## config.mk

```make
export PLATFORM = sky130hd
export DESIGN_NAME = bank_port_arbiter
export DESIGN_NICKNAME = d
export VERILOG_FILES = /design/src/rtl/bank_arb_pkg.sv /design/src/rtl/rd_resp_pipe.sv /design/src/rtl/bank_port_arbiter.sv
export SDC_FILE = /design/constraint.sdc
export NUM_CORES = 1
export LEC_CHECK = 0
export BUFFER_PORTS_ARGS = -buffer_cell sky130_fd_sc_hd__buf_2
export CAP_MARGIN = 20
export CORE_AREA = 2 2 112 82
export DETAILED_ROUTE_END_ITERATION = 7
export DIE_AREA = 0 0 114 84
export SLEW_MARGIN = 20
export SYNTH_ARGS = -nofsm -noshare
export SYNTH_HDL_FRONTEND = slang
export SYNTH_SLANG_ARGS = --single-unit
```

## constraint.sdc

```tcl
create_clock -name clk -period 1.8 [get_ports clk]
set_input_delay 0.36 -clock clk [delete_from_list [all_inputs] [get_ports clk]]
set_output_delay 0.36 -clock clk [all_outputs]
set_load 0.02 [all_outputs]
```

## src/rtl/bank_arb_pkg.sv

```systemverilog
// Shared types and helpers for the dual-requester bank arbiter.
// Bank geometry, the priority encoding and the read-response tag live here.
package bank_arb_pkg;

  localparam int BANK_BITS  = 2;
  localparam int NUM_BANKS  = 2 ** BANK_BITS;
  localparam int ADDR_W_MAX = 32;

  typedef enum logic {
    PORT_A = 1'b0,
    PORT_B = 1'b1
  } port_e;

  typedef struct packed {
    logic                 valid;
    logic [BANK_BITS-1:0] bank;
  } rsp_tag_t;

  // Bank select is the top BANK_BITS bits of an addr_width-wide word address.
  function automatic logic [BANK_BITS-1:0] bank_of(input logic [ADDR_W_MAX-1:0] addr,
                                                   input int                    addr_width);
    return addr[addr_width-1 -: BANK_BITS];
  endfunction

endpackage

```

## src/rtl/rd_resp_pipe.sv

```systemverilog
// READ_LATENCY-deep shift register of read-response tags for one requester.
// Synchronous active-low clear discards any in-flight reads.
module rd_resp_pipe
  import bank_arb_pkg::*;
#(
  parameter int READ_LATENCY = 2
) (
  input  logic     clk,
  input  logic     rst_n,
  input  rsp_tag_t i_tag,
  output rsp_tag_t o_tag
);

  rsp_tag_t r_stage [READ_LATENCY];

  always_ff @(posedge clk) begin
    if (!rst_n) begin
      for (int i = 0; i < READ_LATENCY; i++) begin
        r_stage[i] <= '0;
      end
    end else begin
      r_stage[0] <= i_tag;
      for (int i = 1; i < READ_LATENCY; i++) begin
        r_stage[i] <= r_stage[i-1];
      end
    end
  end

  assign o_tag = r_stage[READ_LATENCY-1];

endmodule

```

## src/rtl/bank_port_arbiter.sv

```systemverilog
// Dual-requester scheduler for a 4-bank memory: parallel grants to distinct
// banks, round-robin on same-bank conflicts, latency-matched read return.
module bank_port_arbiter
  import bank_arb_pkg::*;
#(
  parameter int ADDR_WIDTH   = 8,
  parameter int DATA_WIDTH   = 8,
  parameter int READ_LATENCY = 2
) (
  input  logic                                        clk,
  input  logic                                        rst_n,
  input  logic                                        i_a_req,
  input  logic                                        i_b_req,
  input  logic                                        i_a_we,
  input  logic                                        i_b_we,
  input  logic [ADDR_WIDTH-1:0]                       i_a_addr,
  input  logic [ADDR_WIDTH-1:0]                       i_b_addr,
  input  logic [DATA_WIDTH-1:0]                       i_a_wdata,
  input  logic [DATA_WIDTH-1:0]                       i_b_wdata,
  output logic                                        o_a_gnt,
  output logic                                        o_b_gnt,
  output logic                                        o_a_rvalid,
  output logic                                        o_b_rvalid,
  output logic [DATA_WIDTH-1:0]                       o_a_rdata,
  output logic [DATA_WIDTH-1:0]                       o_b_rdata,
  output logic [NUM_BANKS-1:0]                        o_bank_en,
  output logic [NUM_BANKS-1:0]                        o_bank_we,
  output logic [NUM_BANKS*(ADDR_WIDTH-BANK_BITS)-1:0] o_bank_addr,
  output logic [NUM_BANKS*DATA_WIDTH-1:0]             o_bank_wdata,
  input  logic [NUM_BANKS*DATA_WIDTH-1:0]             i_bank_rdata,
  output logic [15:0]                                 o_conflict_cnt
);

  localparam int LOC_W = ADDR_WIDTH - BANK_BITS;

  // Handshake: a requester raises req with stable we/addr/wdata and holds them
  // until it sees gnt=1; the transfer happens on the cycle where req & gnt.

  logic [BANK_BITS-1:0] w_a_bank;
  logic [BANK_BITS-1:0] w_b_bank;
  logic [LOC_W-1:0]     w_a_loc;
  logic [LOC_W-1:0]     w_b_loc;
  logic                 w_conflict;
  logic                 w_a_gnt;
  logic                 w_b_gnt;
  port_e                r_prio;
  logic [15:0]          r_conflict_cnt;

  assign w_a_bank = bank_of(ADDR_W_MAX'(i_a_addr), ADDR_WIDTH);
  assign w_b_bank = bank_of(ADDR_W_MAX'(i_b_addr), ADDR_WIDTH);
  assign w_a_loc  = i_a_addr[LOC_W-1:0];
  assign w_b_loc  = i_b_addr[LOC_W-1:0];

  assign w_conflict = rst_n & i_a_req & i_b_req & (w_a_bank == w_b_bank);

  // Grants are suppressed while reset is asserted.
  assign w_a_gnt = rst_n & i_a_req & (~w_conflict | (r_prio == PORT_A));
  assign w_b_gnt = rst_n & i_b_req & (~w_conflict | (r_prio == PORT_B));

  assign o_a_gnt = w_a_gnt;
  assign o_b_gnt = w_b_gnt;

  // Priority passes to the loser of each conflict, giving strict alternation.
  always_ff @(posedge clk) begin
    if (!rst_n) begin
      r_prio <= PORT_A;
    end else if (w_conflict) begin
      r_prio <= (r_prio == PORT_A) ? PORT_B : PORT_A;
    end
  end

  always_ff @(posedge clk) begin
    if (!rst_n) begin
      r_conflict_cnt <= '0;
    end else if (w_conflict && (r_conflict_cnt != 16'hFFFF)) begin
      r_conflict_cnt <= r_conflict_cnt + 16'd1;
    end
  end

  assign o_conflict_cnt = r_conflict_cnt;

  // Bank drive: at most one grant can target a given bank in any cycle.
  always_comb begin
    o_bank_en    = '0;
    o_bank_we    = '0;
    o_bank_addr  = '0;
    o_bank_wdata = '0;
    for (int k = 0; k < NUM_BANKS; k++) begin
      if (w_a_gnt && (w_a_bank == BANK_BITS'(k))) begin
        o_bank_en[k]                            = 1'b1;
        o_bank_we[k]                            = i_a_we;
        o_bank_addr[k*LOC_W +: LOC_W]           = w_a_loc;
        o_bank_wdata[k*DATA_WIDTH +: DATA_WIDTH] = i_a_wdata;
      end else if (w_b_gnt && (w_b_bank == BANK_BITS'(k))) begin
        o_bank_en[k]                            = 1'b1;
        o_bank_we[k]                            = i_b_we;
        o_bank_addr[k*LOC_W +: LOC_W]           = w_b_loc;
        o_bank_wdata[k*DATA_WIDTH +: DATA_WIDTH] = i_b_wdata;
      end
    end
  end

  rsp_tag_t w_a_tag_in;
  rsp_tag_t w_b_tag_in;
  rsp_tag_t w_a_tag_out;
  rsp_tag_t w_b_tag_out;

  assign w_a_tag_in.valid = i_a_req & w_a_gnt & ~i_a_we;
  assign w_a_tag_in.bank  = w_a_bank;
  assign w_b_tag_in.valid = i_b_req & w_b_gnt & ~i_b_we;
  assign w_b_tag_in.bank  = w_b_bank;

  rd_resp_pipe #(
    .READ_LATENCY(READ_LATENCY)
  ) u_a_pipe (
    .clk   (clk),
    .rst_n (rst_n),
    .i_tag (w_a_tag_in),
    .o_tag (w_a_tag_out)
  );

  rd_resp_pipe #(
    .READ_LATENCY(READ_LATENCY)
  ) u_b_pipe (
    .clk   (clk),
    .rst_n (rst_n),
    .i_tag (w_b_tag_in),
    .o_tag (w_b_tag_out)
  );

  // Return data is steered from the bank recorded at grant time.
  assign o_a_rvalid = w_a_tag_out.valid;
  assign o_b_rvalid = w_b_tag_out.valid;
  assign o_a_rdata  = w_a_tag_out.valid ?
                      i_bank_rdata[int'(w_a_tag_out.bank)*DATA_WIDTH +: DATA_WIDTH] : '0;
  assign o_b_rdata  = w_b_tag_out.valid ?
                      i_bank_rdata[int'(w_b_tag_out.bank)*DATA_WIDTH +: DATA_WIDTH] : '0;

endmodule

```

==> impl_metrics.env <==
export IMPL_status="finished with violations"
export IMPL_violations="setup timing"
export IMPL_worstSkewPairLatency_ns=0.28
export IMPL_max_freq_mhz=502
export IMPL_hold_buffers=0
export IMPL_overflow=0
export IMPL_dieArea_um2=9580
export IMPL_drt_initial_drc_count=207
export IMPL_power_per_cell_area_nw_per_um2=451
export IMPL_grt_max_degree=24
export IMPL_ys_ff_latch=29
export IMPL_gp_congestion=0.829
export IMPL_critical_path_slowest_cell="a41o_4"
export IMPL_ys_warn_count=0
export IMPL_synth_top_cell_area_share_pct=23.4
export IMPL_postPlaceCellArea_um2=3850
export IMPL_fin_crit_sh_pct=111
export IMPL_via_per_inst=5.48
export IMPL_finalSetupViolations=81
export IMPL_leakagePower_nw=2.16
export IMPL_cts_root_buf="clkbuf_16"
export IMPL_critPathBufInv=4
export IMPL_cp_end_kind="primary output"
export IMPL_seq_area_um2=587
export IMPL_io_buffers=169
export IMPL_finalMaxSlewViolations=0
export IMPL_syn_area_per_cell_um2=9.31
export IMPL_crit_chain="buf_8 > xnor2_4 > buf_6 > a41o_4 > nor2_4 > clkbuf_16 > a22o_1 > buf_6"
export IMPL_worstSetupPathType="input port to primary output"
export IMPL_synth_async_reset_ratio_pct=0
export IMPL_io_pins=170
export IMPL_final_setup_worst_slack_ns=-0.190
export IMPL_cts_sinks=29
export IMPL_skew_ns=0.00370
export IMPL_start_kind="input port"
export IMPL_drive_gt1_share_pct=64.1
export IMPL_start_util_pct=28.7
export IMPL_synthToLayoutAreaGrowth_pct=93.9
export IMPL_wl_mm=10.2
export IMPL_layout_nets=544
export IMPL_remaining_drc_errors=0
export IMPL_rsz0062_at_grt="yes"
export IMPL_relSlewSlack_pct=67.5
export IMPL_wl_per_cell_um=17.5
export IMPL_final_cell_mix="buf_2 (98), buf_6 (76), a22o_1 (47)"
export IMPL_critPathMaxFanout=7
export IMPL_postSynthCellCount=266
export IMPL_final_core_util_pct=55.6
export IMPL_placementRows=29
export IMPL_vias=3187
export IMPL_die_w_um=114
export IMPL_track_usage_pct=19.8
export IMPL_finalNonFillerCells=582
export IMPL_ant_nets=0
export IMPL_synth_edf_count=0
export IMPL_syn_area_um2=2480
export IMPL_numCtsBuffers=5
export IMPL_grt_antenna_before_repair=0
export IMPL_fin_area_um2=4800
export IMPL_syn_nets=337
export IMPL_multi_input_area_um2=2080
export IMPL_ys_top_cells_by_area="dfxtp_1 (23%), a22o_1 (20%), mux4_2 (15%), and2_1 (6.6%), a21oi_1 (2.2%)"
export IMPL_clk_pin_slew_ns=0.05
export IMPL_fp_dieH_um=84
export IMPL_grt_pass1_vias=3073
export IMPL_hold_path_class="input port to flip-flop"
export IMPL_drt_first_pass_iters=4
export IMPL_antennaDiodeCount=0
export IMPL_nFillCells=746
export IMPL_critPathMaxStageDelay_ns=0.28
export IMPL_cts_tree="done"
export IMPL_ys_seq_area_share_pct=23.4
export IMPL_max_cap_violations=0
export IMPL_worst_slew_pin_slew_ns=0.484
export IMPL_htreeDepth=2
export IMPL_ys_flop_type="dfxtp_1"
export IMPL_ctsLongestPathBuffers=2
export IMPL_core_area_um2=8640
export IMPL_mostFrequentLayoutCell="buf_2"
export IMPL_fin_hold_ws_ns=0.284
export IMPL_ir_worst_vdd_v=0.000298
export IMPL_dp_cells=563
export IMPL_crit_family="buffers and inverters"
export IMPL_path_common_cell="buf_6"
export IMPL_period_needed_ns=1.99
export IMPL_dp_hpwl_mm=7.27
export IMPL_synth_top_cell_by_area="dfxtp_1"
export IMPL_cp_arrival_ns=1.63
export IMPL_cp_data_required_time_ns=1.44
export IMPL_final_hold_viol_count=0
export IMPL_grt_pass1_wl_mm=15.4
export IMPL_ys_types=44
==> synth_stat cells, types with 4 or more instances <==
master    instances
a21oi_1          11
a22o_1           57
and2_1           26
and3_1            4
buf_2             8
buf_4             5
clkbuf_1          7
dfxtp_1          29
inv_1             5
mux2i_1           4
mux4_2           16
nand2_1          14
nand3_1           6
nand4_1           7
nor2_2            5
nor4_1            5
o31ai_1           7
or4_1             7
==> metal layers <==
| layer | GRT usage, % | vias to the layer above | share of wire [%] |
|---|---|---|---|
| met5 | 0 | - | 0 |
| met4 | 5.10 | 0 | 1.2 |
| met3 | 3.99 | 13 | 7.0 |
| met2 | 34.1 | 156 | 50 |
| met1 | 25.1 | 1519 | 42 |
| li1 | - | 1499 | - |
==> path summary, 6_finish.rpt <==
| check | startpoint | endpoint | slack, ns | depth (start not counted) |
|---|---|---|---|---|
| worst max-delay path | i_a_addr[7] | o_bank_wdata[28] | -0.19 | 8 |
| worst min-delay path | i_b_we | u_b_pipe.r_stage[0][2] | 0.28 | 2 |
| worst max register to register | o_conflict_cnt[5] | o_conflict_cnt[15] | 0.09 | 4 |
| worst min register to register | u_b_pipe.r_stage[0][1] | u_b_pipe.r_stage[0][4] | 0.43 | 1 |
==> layout make-up <==
type                       count  area share [%]
multi-input combinational    211            43.3
timing repair buffer         221            38.3
sequential                    29            12.2
tap                          108            2.81
clock buffer                   5            2.60
inverter                       5           0.391
clock inverter                 3           0.365
==> report_power, final <==
group          internal [W]  total, W  switching, W
Sequential         0.000656  0.000669     0.0000130
Clock              0.000506  0.000817      0.000311
Combinational      0.000353  0.000681      0.000328
Total               0.00151   0.00217      0.000652
==> kinds of logic (layout without fill, tap and decap cells) <==
logic type	count (synthesis)	in the layout	share of synthesized area (%)
AO/OA/AOI/OAI	94	94	30.7
AND/OR/NAND/NOR	94	94	23.0
flip-flops	29	29	23.4
buffers and inverters	26	234	5.15
multiplexers	20	20	16.2
XOR/XNOR	2	2	1.01
adder cells (fa/ha/maj)	1	1	0.505
==> worst register-to-register path, cell delays in order (launching register included) <==
cell,delay (ns)
dfxtp_1,0.45
and4_2,0.33
o211ai_1,0.18
or4_1,0.51
a21oi_1,0.16
==> state kept, by name, summed over array words and instances (netlist names) <==
| register | cells |
|---|---|
| o_conflict_cnt | 16 |
| u_a_pipe.r_stage | 6 |
| u_b_pipe.r_stage | 6 |
| r_prio | 1 |
==> metrics by stage <==
stage	power [W]	setup WS (ns)	TNS, ns
CTS	0.00213	-0.207	-9.99
detailed placement	0.00122	-0.494	-24.34
floorplan	0.000952	-0.0518	-1.52
finish	0.00217	-0.190	-9.79
global placement	0.00121	-0.450	-23.10
global route	0.00225	-0.236	-13.53
==> repair_timing <==
action / in CTS / in global routing
pin swaps: 28 / 11
setup endpoints to repair: 80 / 90
setup buffers: 7 / 1
gates cloned: 2 / 1
resized for setup: 164 / 35
(Power assumes the default switching activity.)
